`src/rtl/tdm_demux_sched.sv`:
```
// -----------------------------------------------------------------------------
// tdm_demux_sched
//
// Sequencing controller for a 1-to-8 demultiplexer. Words arriving on a single
// valid/ready stream are handed out round-robin over the enabled subset of
// eight output channels. One word is in flight at a time: the controller
// takes a word (RUN), holds it for the scheduled channel until that channel
// accepts (HOLD), then moves on to the next enabled channel.
//
// Ports
//   clk, rst_n      clock, asynchronous active-low reset
//   start           pulse: begin scheduling with en_mask (ignored if 0)
//   stop            pulse: finish the word in flight, then go idle
//   en_mask[7:0]    channel enables, sampled at start and at frame boundaries
//   in_valid/ready  input word handshake, in_data[DW-1:0] is the word
//   out_data        word held for the selected channel
//   out_valid[7:0]  one-hot, bit sel set while a word is held
//   out_ready[7:0]  per-channel accept, only bit sel is observed
//   sel[2:0]        currently scheduled channel
//   busy            controller is scheduling (RUN or HOLD)
//   frame_done      one-cycle pulse when the last enabled channel accepts
//   frame_cnt       completed frames since start, wraps
// -----------------------------------------------------------------------------
module tdm_demux_sched #(
    parameter int DW  = 8,
    parameter int FCW = 16
) (
    input  logic           clk,
    input  logic           rst_n,
    input  logic           start,
    input  logic           stop,
    input  logic [7:0]     en_mask,
    input  logic           in_valid,
    input  logic [DW-1:0]  in_data,
    output logic           in_ready,
    output logic [DW-1:0]  out_data,
    output logic [7:0]     out_valid,
    input  logic [7:0]     out_ready,
    output logic [2:0]     sel,
    output logic           busy,
    output logic           frame_done,
    output logic [FCW-1:0] frame_cnt
);

    typedef enum logic [1:0] {
        ST_IDLE,
        ST_RUN,
        ST_HOLD
    } state_e;

    state_e         state_q;
    logic [7:0]     shadow_q;   // channel set used for the current frame
    logic [2:0]     sel_q;
    logic           pend_q;     // stop seen, honour at next word boundary
    logic [DW-1:0]  data_q;
    logic [7:0]     valid_q;
    logic           done_q;
    logic [FCW-1:0] cnt_q;

    // Index of the lowest set bit; 0 for an empty mask (never used that way).
    function automatic logic [2:0] lowest_set(input logic [7:0] m);
        logic [2:0] idx;
        idx = '0;
        for (int i = 7; i >= 0; i--) begin
            if (m[i]) idx = 3'(i);
        end
        return idx;
    endfunction

    // Next enabled channel strictly above sel_q; no hit means the frame wraps.
    logic       nxt_found;
    logic [2:0] nxt_idx;
    logic [7:0] reload_mask;

    always_comb begin
        // NOTE: every combinational output gets a default first so no path
        // through the block leaves it unassigned (which would infer a latch).
        nxt_found = 1'b0;
        nxt_idx   = '0;
        for (int i = 7; i >= 0; i--) begin
            if (3'(i) > sel_q && shadow_q[i]) begin
                nxt_found = 1'b1;
                nxt_idx   = 3'(i);
            end
        end
        // An all-zero mask at a frame boundary would strand the scheduler,
        // so the previous channel set is kept instead.
        reload_mask = (en_mask != 8'd0) ? en_mask : shadow_q;
    end

    wire stop_now = pend_q | stop;

    // NOTE: all state below uses non-blocking assignments so every register
    // samples the pre-edge values, independent of statement order.
    always_ff @(posedge clk or negedge rst_n) begin
        if (!rst_n) begin
            // NOTE: data_q is a plain register, not a memory, so it is reset
            // along with the control state to give a defined out_data.
            state_q  <= ST_IDLE;
            shadow_q <= '0;
            sel_q    <= '0;
            pend_q   <= 1'b0;
            data_q   <= '0;
            valid_q  <= '0;
            done_q   <= 1'b0;
            cnt_q    <= '0;
        end else begin
            done_q <= 1'b0;
            case (state_q)
                ST_IDLE: begin
                    // start wins over a simultaneous stop; pend_q is already 0.
                    if (start && en_mask != 8'd0) begin
                        shadow_q <= en_mask;
                        sel_q    <= lowest_set(en_mask);
                        cnt_q    <= '0;
                        state_q  <= ST_RUN;
                    end
                end
                ST_RUN: begin
                    if (in_valid) begin
                        data_q  <= in_data;
                        valid_q <= 8'd1 << sel_q;
                        pend_q  <= stop;
                        state_q <= ST_HOLD;
                    end else if (stop) begin
                        state_q <= ST_IDLE;
                    end
                end
                ST_HOLD: begin
                    if (out_ready[sel_q]) begin
                        valid_q <= '0;
                        if (nxt_found) begin
                            sel_q <= nxt_idx;
                        end else begin
                            done_q   <= 1'b1;
                            cnt_q    <= cnt_q + FCW'(1);
                            shadow_q <= reload_mask;
                            sel_q    <= lowest_set(reload_mask);
                        end
                        pend_q  <= 1'b0;
                        state_q <= stop_now ? ST_IDLE : ST_RUN;
                    end else if (stop) begin
                        pend_q <= 1'b1;
                    end
                end
                default: state_q <= ST_IDLE;
            endcase
        end
    end

    assign in_ready   = (state_q == ST_RUN);
    assign busy       = (state_q != ST_IDLE);
    assign out_data   = data_q;
    assign out_valid  = valid_q;
    assign sel        = sel_q;
    assign frame_done = done_q;
    assign frame_cnt  = cnt_q;

endmodule

```
`config.mk`:
```
export PLATFORM = sky130hd
export DESIGN_NAME = tdm_demux_sched
export DESIGN_NICKNAME = d
export VERILOG_FILES = /design/src/rtl/tdm_demux_sched.sv
export SDC_FILE = /design/constraint.sdc
export NUM_CORES = 1
export LEC_CHECK = 0
export ABC_AREA = 1
export ABC_CLOCK_PERIOD_IN_PS = 2700
export BUFFER_PORTS_ARGS = -buffer_cell sky130_fd_sc_hd__buf_2
export CAP_MARGIN = 25
export CORE_MARGIN = 4
export CORE_UTILIZATION = 30
export CTS_BUF_LIST = sky130_fd_sc_hd__clkbuf_8
export CTS_CLUSTER_SIZE = 10
export DETAILED_ROUTE_END_ITERATION = 7
export PLACE_DENSITY_LB_ADDON = 0.05
export SLEW_MARGIN = 20
export SYNTH_ARGS = -nofsm -noshare
export SYNTH_HDL_FRONTEND = slang
export SYNTH_SLANG_ARGS = --single-unit
```
`constraint.sdc`:
```
create_clock -name clk -period 2.7 [get_ports clk]
set_input_delay 0.675 -clock clk [delete_from_list [all_inputs] [get_ports clk]]
set_output_delay 0.675 -clock clk [all_outputs]
set_load 0.01 [all_outputs]
```
==> impl_metrics.csv <==
group,metric,value,unit
outcome,status,"finished clean",
critical_path,crit_path_start_kind,"flip-flop",
sta,rsz0062_at_grt,"false",
global_route,grt_max_degree,25,
sta,skew,0.0152,ns
global_route,grt_pass1_wl,12.9,mm
yosys,yosysMostFrequentCell,"nand2_1",
floorplanning,die-area,10700,µm²
pwr,pwr-share-seq,36.6,%
sta,worst_pin_slew,0.580,ns
placement,place_area,3190,µm²
pwr,p_sw,1.36,mW
clocking,hold_buffers,0,
sta,hold_viol_final,0,
yosys,ys_ff_latch,47,
global_route,top_usage_layer,"met2",
clocking,insertion_delay,0.31,ns
global_route,grt-ovfl-total,0,
yosys,synth_ff_type,"dfrtp_1",
clocking,cts_htree_levels,2,
floorplanning,fp.dieW,103,µm
yosys,syn-cell-area,2720,µm²
sta,setup_violations,0,
sta,period_needed,2.20,ns
yosys,syn_area_per_cell,6.98,µm²
floorplanning,row_count,34,
pwr,leakage,1.82,nW
floorplanning,io_pins,67,
critical_path,r2r-start,"sel[1]$_DFFE_PN0P_",
critical_path,worstSetupStartpoint,"sel[1]$_DFFE_PN0P_",
sta,fmax,0.455,GHz
yosys,post_synth_num_cell_types,31,
drt,drt_pre_antenna_iters,4,
yosys,synth_area_leaders,"dfrtp_1 (43%), nand2_1 (20%), nand3_1 (6.4%)",
yosys,synth_top_cell_area_share,43.2,%
pwr,p_comb_share,47.1,%
yosys,syn-num-nets,420,
sta,fin_crit_sh,81.4,%
placement,portBuffers,66,
sta,setup_tns,0,ns
pwr,power_switching_share,46.9,%
job,drv_cap,0,
placement,dpl.hpwl,6.16,mm
clocking,numCtsBuffers,5,
global_route,grt.met3_usage,2.82,%
clocking,clkTransAtPathRegs,0.11,ns
floorplanning,start_util,31.1,%
placement,dp_slack,0.490,ns
sta,slew_headroom,61.3,%
drt,via_count,2779,
yosys,seq_area_frac_synth,43.2,%
floorplanning,fp.dieH,103,µm
yosys,ys_top_cells_by_count,"nand2_1 (142), dfrtp_1 (47), inv_1 (37), nand3_1 (35), nor2_1 (31)",
critical_path,worst_ep_required_time,2.90,ns
placement,gp_congestion,0.858,
clocking,ctsRootBufferMaster,"clkbuf_8",
pwr,peakVddDrop,0.374,mV
yosys,syn_inst,390,
sta,setup_ws,0.501,ns
clocking,cts_resized,0,
final_layout,antennaDiodeCount,0,
min_path,holdCritPathClass,"input port to asynchronous set/reset pin",
drt,route.detailed.drc,0,
final_layout,drive_above_1_share,20.1,%
drt,drt_iter0_drc,124,
critical_path,cp.arrival,2.40,ns
clocking,cts_sinks,47,
final_layout,fin_area,3280,µm²
clocking,cts_tree,"done",
pwr,p_int,1.54,mW
yosys,synth_top_cell_by_area,"dfrtp_1",
drt,drtAntennaViolNets,0,
global_route,grt.total_usage,15.4,%
global_route,gr-usage-met2,24.9,%
critical_path,endpoint_kind,"flip-flop",
yosys,synth-edff-count,0,
final_layout,final_nets,491,
clocking,clk_path_buf_depth,2,
drt,wire_per_inst,14.0,µm
yosys,yosysWarnings,0,
pwr,power_frac_clock,16.3,%
drt,wl,7.98,mm
drt,vias_per_cell,4.88,
global_route,use_met1,21.1,%
pwr,power,2.90,mW
yosys,synth-async-reset-ratio,100,%
final_layout,syn2layout_area_growth,20.7,%
global_route,grt_pass1_vias,2677,
final_layout,fin_util,37.5,%
critical_path,worstPathMaxFanout,18,
floorplanning,core,8760,µm²
clocking,postCtsSetupBuffers,0,
sta,drv_slew,0,
pwr,power.density,883,nW/µm²
critical_path,crit_type,"flip-flop to flip-flop",
global_route,antenna_found_initial,0,
-- critical path: stages, from the launching register on --
cell,delay [ns]
dfrtp_1,0.48
nand2_1,0.14
o21ai_1,0.18
nand2_1,0.07
clkinv_1,0.06
nand3_2,0.08
nor2_2,0.17
o21ai_2,0.09
nor2_4,0.35
inv_2,0.22
o21ai_0,0.19
nor2_1,0.05
-- cell usage in the layout, fill, tap and decap left out, drive strengths merged --
cell,netlist,routed
clkinvlp,0,1
nand4,9,9
o211ai,1,1
nor2,34,34
o31ai,1,1
inv,40,42
ha,1,1
nand3,36,36
xnor2,1,1
o21ai,26,26
clkinv,1,1
a21oi,15,15
xor2,6,6
nand2,143,143
nor3,11,11
nand3b,1,1
and2,1,1
a22oi,2,2
clkbuf,5,5
nor4,3,3
buf,6,75
dfrtp,47,47
-- power groups by stage --
stage	clock network (mW)	logic [mW]	registers [mW]
after global routing	0.525	1.56	1.09
after global placement	0	1.37	1.08
after detailed placement	0	1.38	1.07
final	0.473	1.36	1.06
after CTS	0.498	1.39	1.06
after floorplan	0	0.927	1.10
-- layer usage --
| metal | vias to the layer above | share of wire, % |
|---|---|---|
| li1 | 1395 | - |
| met1 | 1310 | 46 |
| met2 | 62 | 48 |
| met3 | 12 | 4.0 |
| met4 | 0 | 1.8 |
| met5 | - | 0 |
-- through the flow --
| stage | hold WS (ns) | instances |
|---|---|---|
| floorplan | 0.379 | 390 |
| global placement | 0.459 | 562 |
| detailed placement | 0.460 | 562 |
| CTS | 0.360 | 570 |
| global route | 0.372 | 570 |
| finish | 0.347 | 570 |
-- state kept, by name (all words and copies together), names as in the netlist --
register,flops
frame_cnt,16
out_data,8
out_valid,8
shadow_q,8
sel,3
state_q,2
frame_done,1
pend_q,1
-- worst paths after layout --
path                       depth (start not counted)  slack [ns]                        to
setup / recovery                                  11        0.50  frame_cnt[2]$_DFFE_PN0P_
hold / removal                                     1        0.35  out_valid[0]$_DFFE_PN0P_
setup reg to reg                                  11        0.50  frame_cnt[2]$_DFFE_PN0P_
hold reg to reg                                    2        0.49   out_data[3]$_DFFE_PN0P_
max in group asynchronous                          2        1.73  frame_cnt[7]$_DFFE_PN0P_
min in group clk                                   2        0.49   out_data[3]$_DFFE_PN0P_
-- cell type report --
cell class / instances / area (µm²)
fillers: 996 / 5480
multi-input cells: 291 / 1330
flip-flops and latches: 47 / 1180
repair buffers: 75 / 398
inverters: 41 / 154
well taps: 108 / 135
clock buffers: 5 / 68.8
clock inverters: 3 / 27.5
-- logic make-up (layout without fill, tap and decap cells) --
family | Yosys count | in the layout | synth area share (%)
xor+xnor | 7 | 7 | 2.25
flops | 47 | 47 | 43.2
compound gates | 45 | 45 | 8.92
buf+inv | 52 | 124 | 8.09
fa+ha+maj | 1 | 1 | 0.460
simple gates | 238 | 238 | 37.1
(Power assumes the default switching activity.)
